[config.mk]
export PLATFORM = sky130hd
export DESIGN_NAME = uart_rx_deser_frame
export DESIGN_NICKNAME = d
export VERILOG_FILES = /design/src/rtl/uart_rx_deser_frame.sv
export SDC_FILE = /design/constraint.sdc
export NUM_CORES = 1
export LEC_CHECK = 0
export ABC_AREA = 1
export CORE_ASPECT_RATIO = 1.5
export CORE_MARGIN = 10
export CORE_UTILIZATION = 40
export DETAILED_ROUTE_END_ITERATION = 12
export GPL_TIMING_DRIVEN = 0
export HOLD_SLACK_MARGIN = 0.06
export PLACE_DENSITY_LB_ADDON = 0.3
export SYNTH_ARGS = -nofsm -noshare
export SYNTH_HDL_FRONTEND = slang
export SYNTH_SLANG_ARGS = --single-unit
export TNS_END_PERCENT = 1
[constraint.sdc]
create_clock -name clk -period 1.7 [get_ports clk]
set_input_delay 0.17 -clock clk [delete_from_list [all_inputs] [get_ports clk]]
set_output_delay 0.17 -clock clk [all_outputs]
set_load 0.01 [all_outputs]
[src/rtl/uart_rx_deser_frame.sv]
// uart_rx_deser_frame: collects 5..MAX_WIDTH UART data bits plus optional parity into a right-aligned word
module uart_rx_deser_frame #(
    parameter int MAX_WIDTH = 9,
    parameter int CNT_W     = 6
) (
    input  logic                 clk,
    input  logic                 rst,
    input  logic                 frame_start,
    input  logic                 deser_en,
    input  logic                 sampled_bit,
    input  logic [CNT_W-1:0]     edge_cnt,
    input  logic [CNT_W-1:0]     prescale,
    input  logic [3:0]           data_len,
    input  logic                 msb_first,
    input  logic                 par_en,
    input  logic                 par_type,
    output logic [MAX_WIDTH-1:0] p_data,
    output logic                 data_valid,
    output logic                 par_err,
    output logic                 busy
);
    typedef enum logic [1:0] {IDLE, DATA, PARITY, DONE} state_t;
    localparam logic [3:0] MAX_LEN = 4'(MAX_WIDTH);
    state_t               state_q, state_d;
    logic [3:0]           len_q, len_d, bit_cnt_q, bit_cnt_d;
    logic                 msb_q, msb_d, pen_q, pen_d, ptype_q, ptype_d;
    logic                 par_acc_q, par_acc_d, rx_par_q, rx_par_d;
    logic [MAX_WIDTH-1:0] shreg_q, shreg_d, p_data_q, p_data_d;
    logic                 data_valid_q, data_valid_d, par_err_q, par_err_d, busy_q, busy_d;
    logic [CNT_W-1:0]     last_edge;
    logic                 strobe;
    logic [3:0]           len_clamp;
    always_comb begin
        last_edge    = prescale - CNT_W'(1);
        strobe       = deser_en && (edge_cnt == last_edge);
        len_clamp    = (data_len < 4'd5) ? 4'd5 : (data_len > MAX_LEN) ? MAX_LEN : data_len;
        state_d      = state_q;
        len_d        = len_q;
        bit_cnt_d    = bit_cnt_q;
        msb_d        = msb_q;
        pen_d        = pen_q;
        ptype_d      = ptype_q;
        par_acc_d    = par_acc_q;
        rx_par_d     = rx_par_q;
        shreg_d      = shreg_q;
        // The DONE cycle always publishes, even if a new frame_start arrives in it
        data_valid_d = state_q == DONE;
        p_data_d     = data_valid_d ? shreg_q : p_data_q;
        par_err_d    = data_valid_d ? (pen_q & ((par_acc_q ^ ptype_q) != rx_par_q)) : par_err_q;
        if (frame_start) begin
            state_d   = DATA;
            bit_cnt_d = 4'd0;
            shreg_d   = '0;
            par_acc_d = 1'b0;
            rx_par_d  = 1'b0;
            len_d     = len_clamp;
            msb_d     = msb_first;
            pen_d     = par_en;
            ptype_d   = par_type;
        end else begin
            case (state_q)
                IDLE: ;
                DATA: if (strobe) begin
                    if (msb_q)
                        shreg_d = {shreg_q[MAX_WIDTH-2:0], sampled_bit};
                    else
                        shreg_d[bit_cnt_q] = sampled_bit;
                    par_acc_d = par_acc_q ^ sampled_bit;
                    bit_cnt_d = bit_cnt_q + 4'd1;
                    if (bit_cnt_q == len_q - 4'd1)
                        state_d = pen_q ? PARITY : DONE;
                end
                PARITY: if (strobe) begin
                    rx_par_d = sampled_bit;
                    state_d  = DONE;
                end
                DONE: state_d = IDLE;
            endcase
        end
        busy_d = (state_d == DATA) || (state_d == PARITY);
    end
    always_ff @(posedge clk) begin
        if (rst) begin
            state_q      <= IDLE;
            len_q        <= 4'd5;
            bit_cnt_q    <= 4'd0;
            msb_q        <= 1'b0;
            pen_q        <= 1'b0;
            ptype_q      <= 1'b0;
            par_acc_q    <= 1'b0;
            rx_par_q     <= 1'b0;
            shreg_q      <= '0;
            p_data_q     <= '0;
            data_valid_q <= 1'b0;
            par_err_q    <= 1'b0;
            busy_q       <= 1'b0;
        end else begin
            state_q      <= state_d;
            len_q        <= len_d;
            bit_cnt_q    <= bit_cnt_d;
            msb_q        <= msb_d;
            pen_q        <= pen_d;
            ptype_q      <= ptype_d;
            par_acc_q    <= par_acc_d;
            rx_par_q     <= rx_par_d;
            shreg_q      <= shreg_d;
            p_data_q     <= p_data_d;
            data_valid_q <= data_valid_d;
            par_err_q    <= par_err_d;
            busy_q       <= busy_d;
        end
    end
    assign p_data     = p_data_q;
    assign data_valid = data_valid_q;
    assign par_err    = par_err_q;
    assign busy       = busy_q;
endmodule

# == Yosys cells after proc, flatten, opt, wreduce, memory -nomap -nowiden ==
# Index checks and enable logic that the tools add are counted.
# word_totals
ff_bits,36
latch_bits,0
ram_bits,0
mem_bits_ro,0
memories,0
wordCells,49
# classes
mux,12
mul,0
n_bitwise,3
n_div,0
addsub,3
n_eq_ne,8
reduce_logical,6
n_shift,0
n_lt_le_gt_ge,4
# op_table
cell,count
$bwmux W9,1
$mux W9,1
$mux W2,4
$mux W4,2
$eq A2 B2 Y1 const B,3
$eq A6 B6 Y1,1
$pmux W2 S3,1
$sub A6 B1 Y6 const B,1
$lt A4 B5 Y1 const B,1
$add A4 B1 Y4 const B,1
$demux W1 S4,1
$eq A2 B1 Y1 const B,2
$eq A4 B4 Y1,1
$ge A4 B1 Y1 const B,1
$gt A4 B4 Y1 const B,1
$lt A4 B3 Y1 const B,1
$reduce_and A2 Y1,2
$sub A4 B1 Y4 const B,1
$logic_and A1 B1 Y1,2
$mux W1,2
$reduce_or A2 Y1,1
$xor A1 B1 Y1,2
$and A1 B1 Y1,1
$logic_or A1 B1 Y1,1
$ne A1 B1 Y1,1

# == Logic depth before layout (Yosys ltp) ==
# depth
depth_word,8
mapped_depth,16
ltp_nobuf,16

# == Worst setup path after synthesis ==
# OpenSTA, ideal clock, no wires.
# synth_timing
path_type,input -> register
from,in prescale[0]
to,reg shreg_q[7]
setup_ns,0.116
arrival_ns,1.433
n_path_buf,1
setup_slack_ns,0.151
stages,11
t_required_ns,1.584
cell_sequence,inv_1 -> ha_1 -> xor2_1 -> nand4_1 -> nor2_4 -> nand3_4 -> inv_4 -> buf_8 -> o211ai_1 -> nand2_1 -> a21oi_2
# synth_via
elab_chain_len,4
# synth_rtl
item,line,text
start: declaration,12,"input logic [CNT_W-1:0] prescale,"
$sub A6 B1 Y6,34,last_edge = prescale - CNT_W'(1);
$eq A6 B6 Y1,35,strobe = deser_en && (edge_cnt == last_edge);
$logic_and A1 B1 Y1,35,
$reduce_and A2 Y1 (no line),-,
end signal: assignment,106,shreg_q <= shreg_d;
end: declaration,28,"logic [MAX_WIDTH-1:0] shreg_q, shreg_d, p_data_q, p_data_d;"
# Every way passes these cells.
# A chain may end at the register's enable or synchronous reset.

# == Worst setup path in the final report ==
# layout_timing
from,in prescale[1]
to,reg shreg_q[5]
# Same word-level chain as after synthesis.

==> metrics <==
outcome finished, final reports clean; core area 0.004810 mm²; row count 31; Setup Skew 0.003978 ns; clk root buf clkbuf_8; clock slew at reported path FFs 0.07 ns; #FFs+latches synth 36; Critical Path Source prescale[1]; Mapped Area 0.001973 mm²; global-route wire length before repair 8487 µm; Worst Setup Start Kind input port; reg2reg path depth 9; Starting Density 41.02%; Pre-Repair DR Iteration Count 4; H-tree levels 2; Worst-Margin Slew 0.4107 ns; final worst-path cycle share 92.97%; GP Congestion 0.8229; initial antenna violation count 0; internal power 1.402 mW; post-synth net total 314; f_max 632.7 MHz; main area contributors after synthesis dfxtp_1, nand2_1, inv_1; CTS tree yes; ANT nets after route 0; Buffers on Ports 34; share of cells above drive strength 1 14.33%; slack of the worst reg-to-reg path 0.13 ns; clk_lat worst skew 0.29 ns; Peak VDD IR 491.9 µV; Synth Area per Inst 6.948 µm²; Area after DPL 0.002396 mm²; most frequent cells in the layout nand2_1, inv_1, dfxtp_1, nor2_1, clkdlybuf4s50_1; r2r startpoint len_q[0]$_SDFFE_PP1P_; Netlist cell types 32; die height 106.0 µm; commonest non-fill, non-tap cell in the layout nand2_1; vias per cell 4.905; Hold Vio Cnt, Final 0; drt wl/cell 12.36 µm; Worst EP required 1.93 ns; WP data arrival 1.81 ns; Seq/Total Area, Yosys 36.53%; share of Yosys cell area claimed by the top area cell type 36.53%; dpl hpwl 3783 µm; 1st-iter DRT viols 52; vias 1967; Post-Syn Instances 284; Power Total 1.846 mW; largest net degree at the start of global routing 12; CTS buffer count 5; buffer levels on the longest clock path 2; pwr dens 699.2 mW/mm²; Fin Hold WS 0.2472 ns; TritonCTS Sinks 36; crit path kind input port to flop; nets@finish 364; Ports 36; min-delay worst type input port to flop; max-slew violations 0; die area 0.008200 mm²; Comb pwr share 12.9%; critical path endpoint category flop; area grow syn2layout 33.80%; Finished Cell Area 0.002640 mm²; final wirelength 4956 µm; worst r2r dst busy$_SDFF_PP0_; gr ovfl total 0; vias in the first global route 1970; Sw Share 24.06%; power share of the clock group 40.2%; Remaining DRCs 0; leakage 1.099 nW; Seq pwr share 46.9%; antenna cells 0; net load switching power 444.1 µW; YS warnings 0; CP max FO 7; max_cap viols 0; Setup crit end shreg_q[5]$_SDFFE_PP0P_; min cycle time layout 1.581 ns; Tot GR Track Use 12.45%; Setup Viol. Count Final 0; Die Span X 77.35 µm; Slew HR 72.62%; top cell type by total area after synthesis dfxtp_1
power by group through the flow:
stage / combinational, mW / sequential [mW] / clock [mW]
2_1_floorplan: 0.129 / 0.882 / 0
3_3_place_gp: 0.219 / 0.883 / 0
3_5_place_dp: 0.222 / 0.883 / 0
4_1_cts: 0.231 / 0.864 / 0.750
5_1_grt: 0.269 / 0.866 / 0.784
6_report: 0.238 / 0.865 / 0.743
cell families after synthesis:
logic type	after synthesis	synth area share [%]
and+or+nand+nor	112	24.03
AOI/OAI and AO/OA	71	21.31
buffers and inverters	50	10.34
DFF	36	36.52
xor gates and xnor gates	9	3.995
adders and majority gates	6	3.805
worst max-delay path, stage by stage:
cell and delay, ns:
dlygate4sd2_1 0.21, inv_2 0.05, ha_4 0.25, xor2_1 0.14
nand4_1 0.17, nor2_4 0.17, nand3_4 0.12, inv_6 0.10
bufbuf_16 0.26, o21ai_2 0.05, a21oi_2 0.12
what timing repair did:
action,4_1_cts,5_1_grt
pin swaps,5,11
hold endpoints to repair,0,0
hold buffers,0,0
setup endpoints to repair,17,14
buffers inserted,6,2
gates resized for setup,7,12
gates cloned,1,0
cells in the mapped netlist:
cell      instances
nand4_1           2
ha_1              6
inv_2             4
o21bai_1          3
o21ai_2           4
inv_1            38
o31ai_1           1
nand3_2           1
a21oi_2           5
a31oi_1           1
a22oi_1           1
xor2_1            4
o21ai_0          18
a211oi_1          2
nand3_1          12
or2_2             1
nor2_1           30
a21oi_1          22
nand3_4           1
buf_8             1
xnor2_1           5
o22ai_1           2
inv_4             1
nor2_4            1
dfxtp_1          36
clkbuf_1          4
o211ai_1          4
nor2_2            1
nor3_1            1
nand2_1          62
buf_2             2
o21ai_1           8
layer usage:
metal	vias up	GRT usage, %	part of all wire [%]
li1	1022	-	-
met1	906	11.33	37
met2	26	24.28	57
met3	13	3.204	3.4
met4	0	6.545	2.6
met5	-	0	0
metrics by stage:
stage	setup WS, ns	util (%)	cells	setup TNS, ns
2_1_floorplan	0.1514	-	284	0
3_3_place_gp	-0.5724	49.82	384	-8.330
3_5_place_dp	-0.6083	49.82	384	-8.990
4_1_cts	0.01119	54.06	399	0
5_1_grt	-0.006116	54.89	401	-0.006116
6_report	0.1194	54.89	401	0
registers in the layout, summed over array words and instances (netlist names):
signal      count
msb_q           1
rx_par_q        1
ptype_q         1
len_q           4
data_valid      1
p_data          9
state_q         2
par_err         1
par_acc_q       1
pen_q           1
shreg_q         9
busy            1
bit_cnt_q       4
cell type report:
cell class | instances | area [µm²]
Buffer | 7 | 40.04
Clock buffer | 6 | 72.57
Clock inverter | 2 | 35.03
Fill cell | 471 | 2170
Inverter | 43 | 166.4
Multi-Input combinational cell | 198 | 1084
Sequential cell | 36 | 723.2
Tap cell | 66 | 82.58
Timing Repair Buffer | 43 | 436.7
how the worst min path moves through the flow:
stage / start / to / cells after the start
3_3_place_gp: ptype_q$_SDFFE_PP0P_ / ptype_q$_SDFFE_PP0P_ / 2
4_1_cts: rst / data_valid$_SDFF_PP0_ / 2
6_report: rst / data_valid$_SDFF_PP0_ / 2
3_5_place_dp: ptype_q$_SDFFE_PP0P_ / ptype_q$_SDFFE_PP0P_ / 2
2_1_floorplan: data_len[2] / len_q[0]$_SDFFE_PP1P_ / 2
5_1_grt: rst / state_q[1]$_SDFF_PP0_ / 2
(Power assumes the default switching activity.)
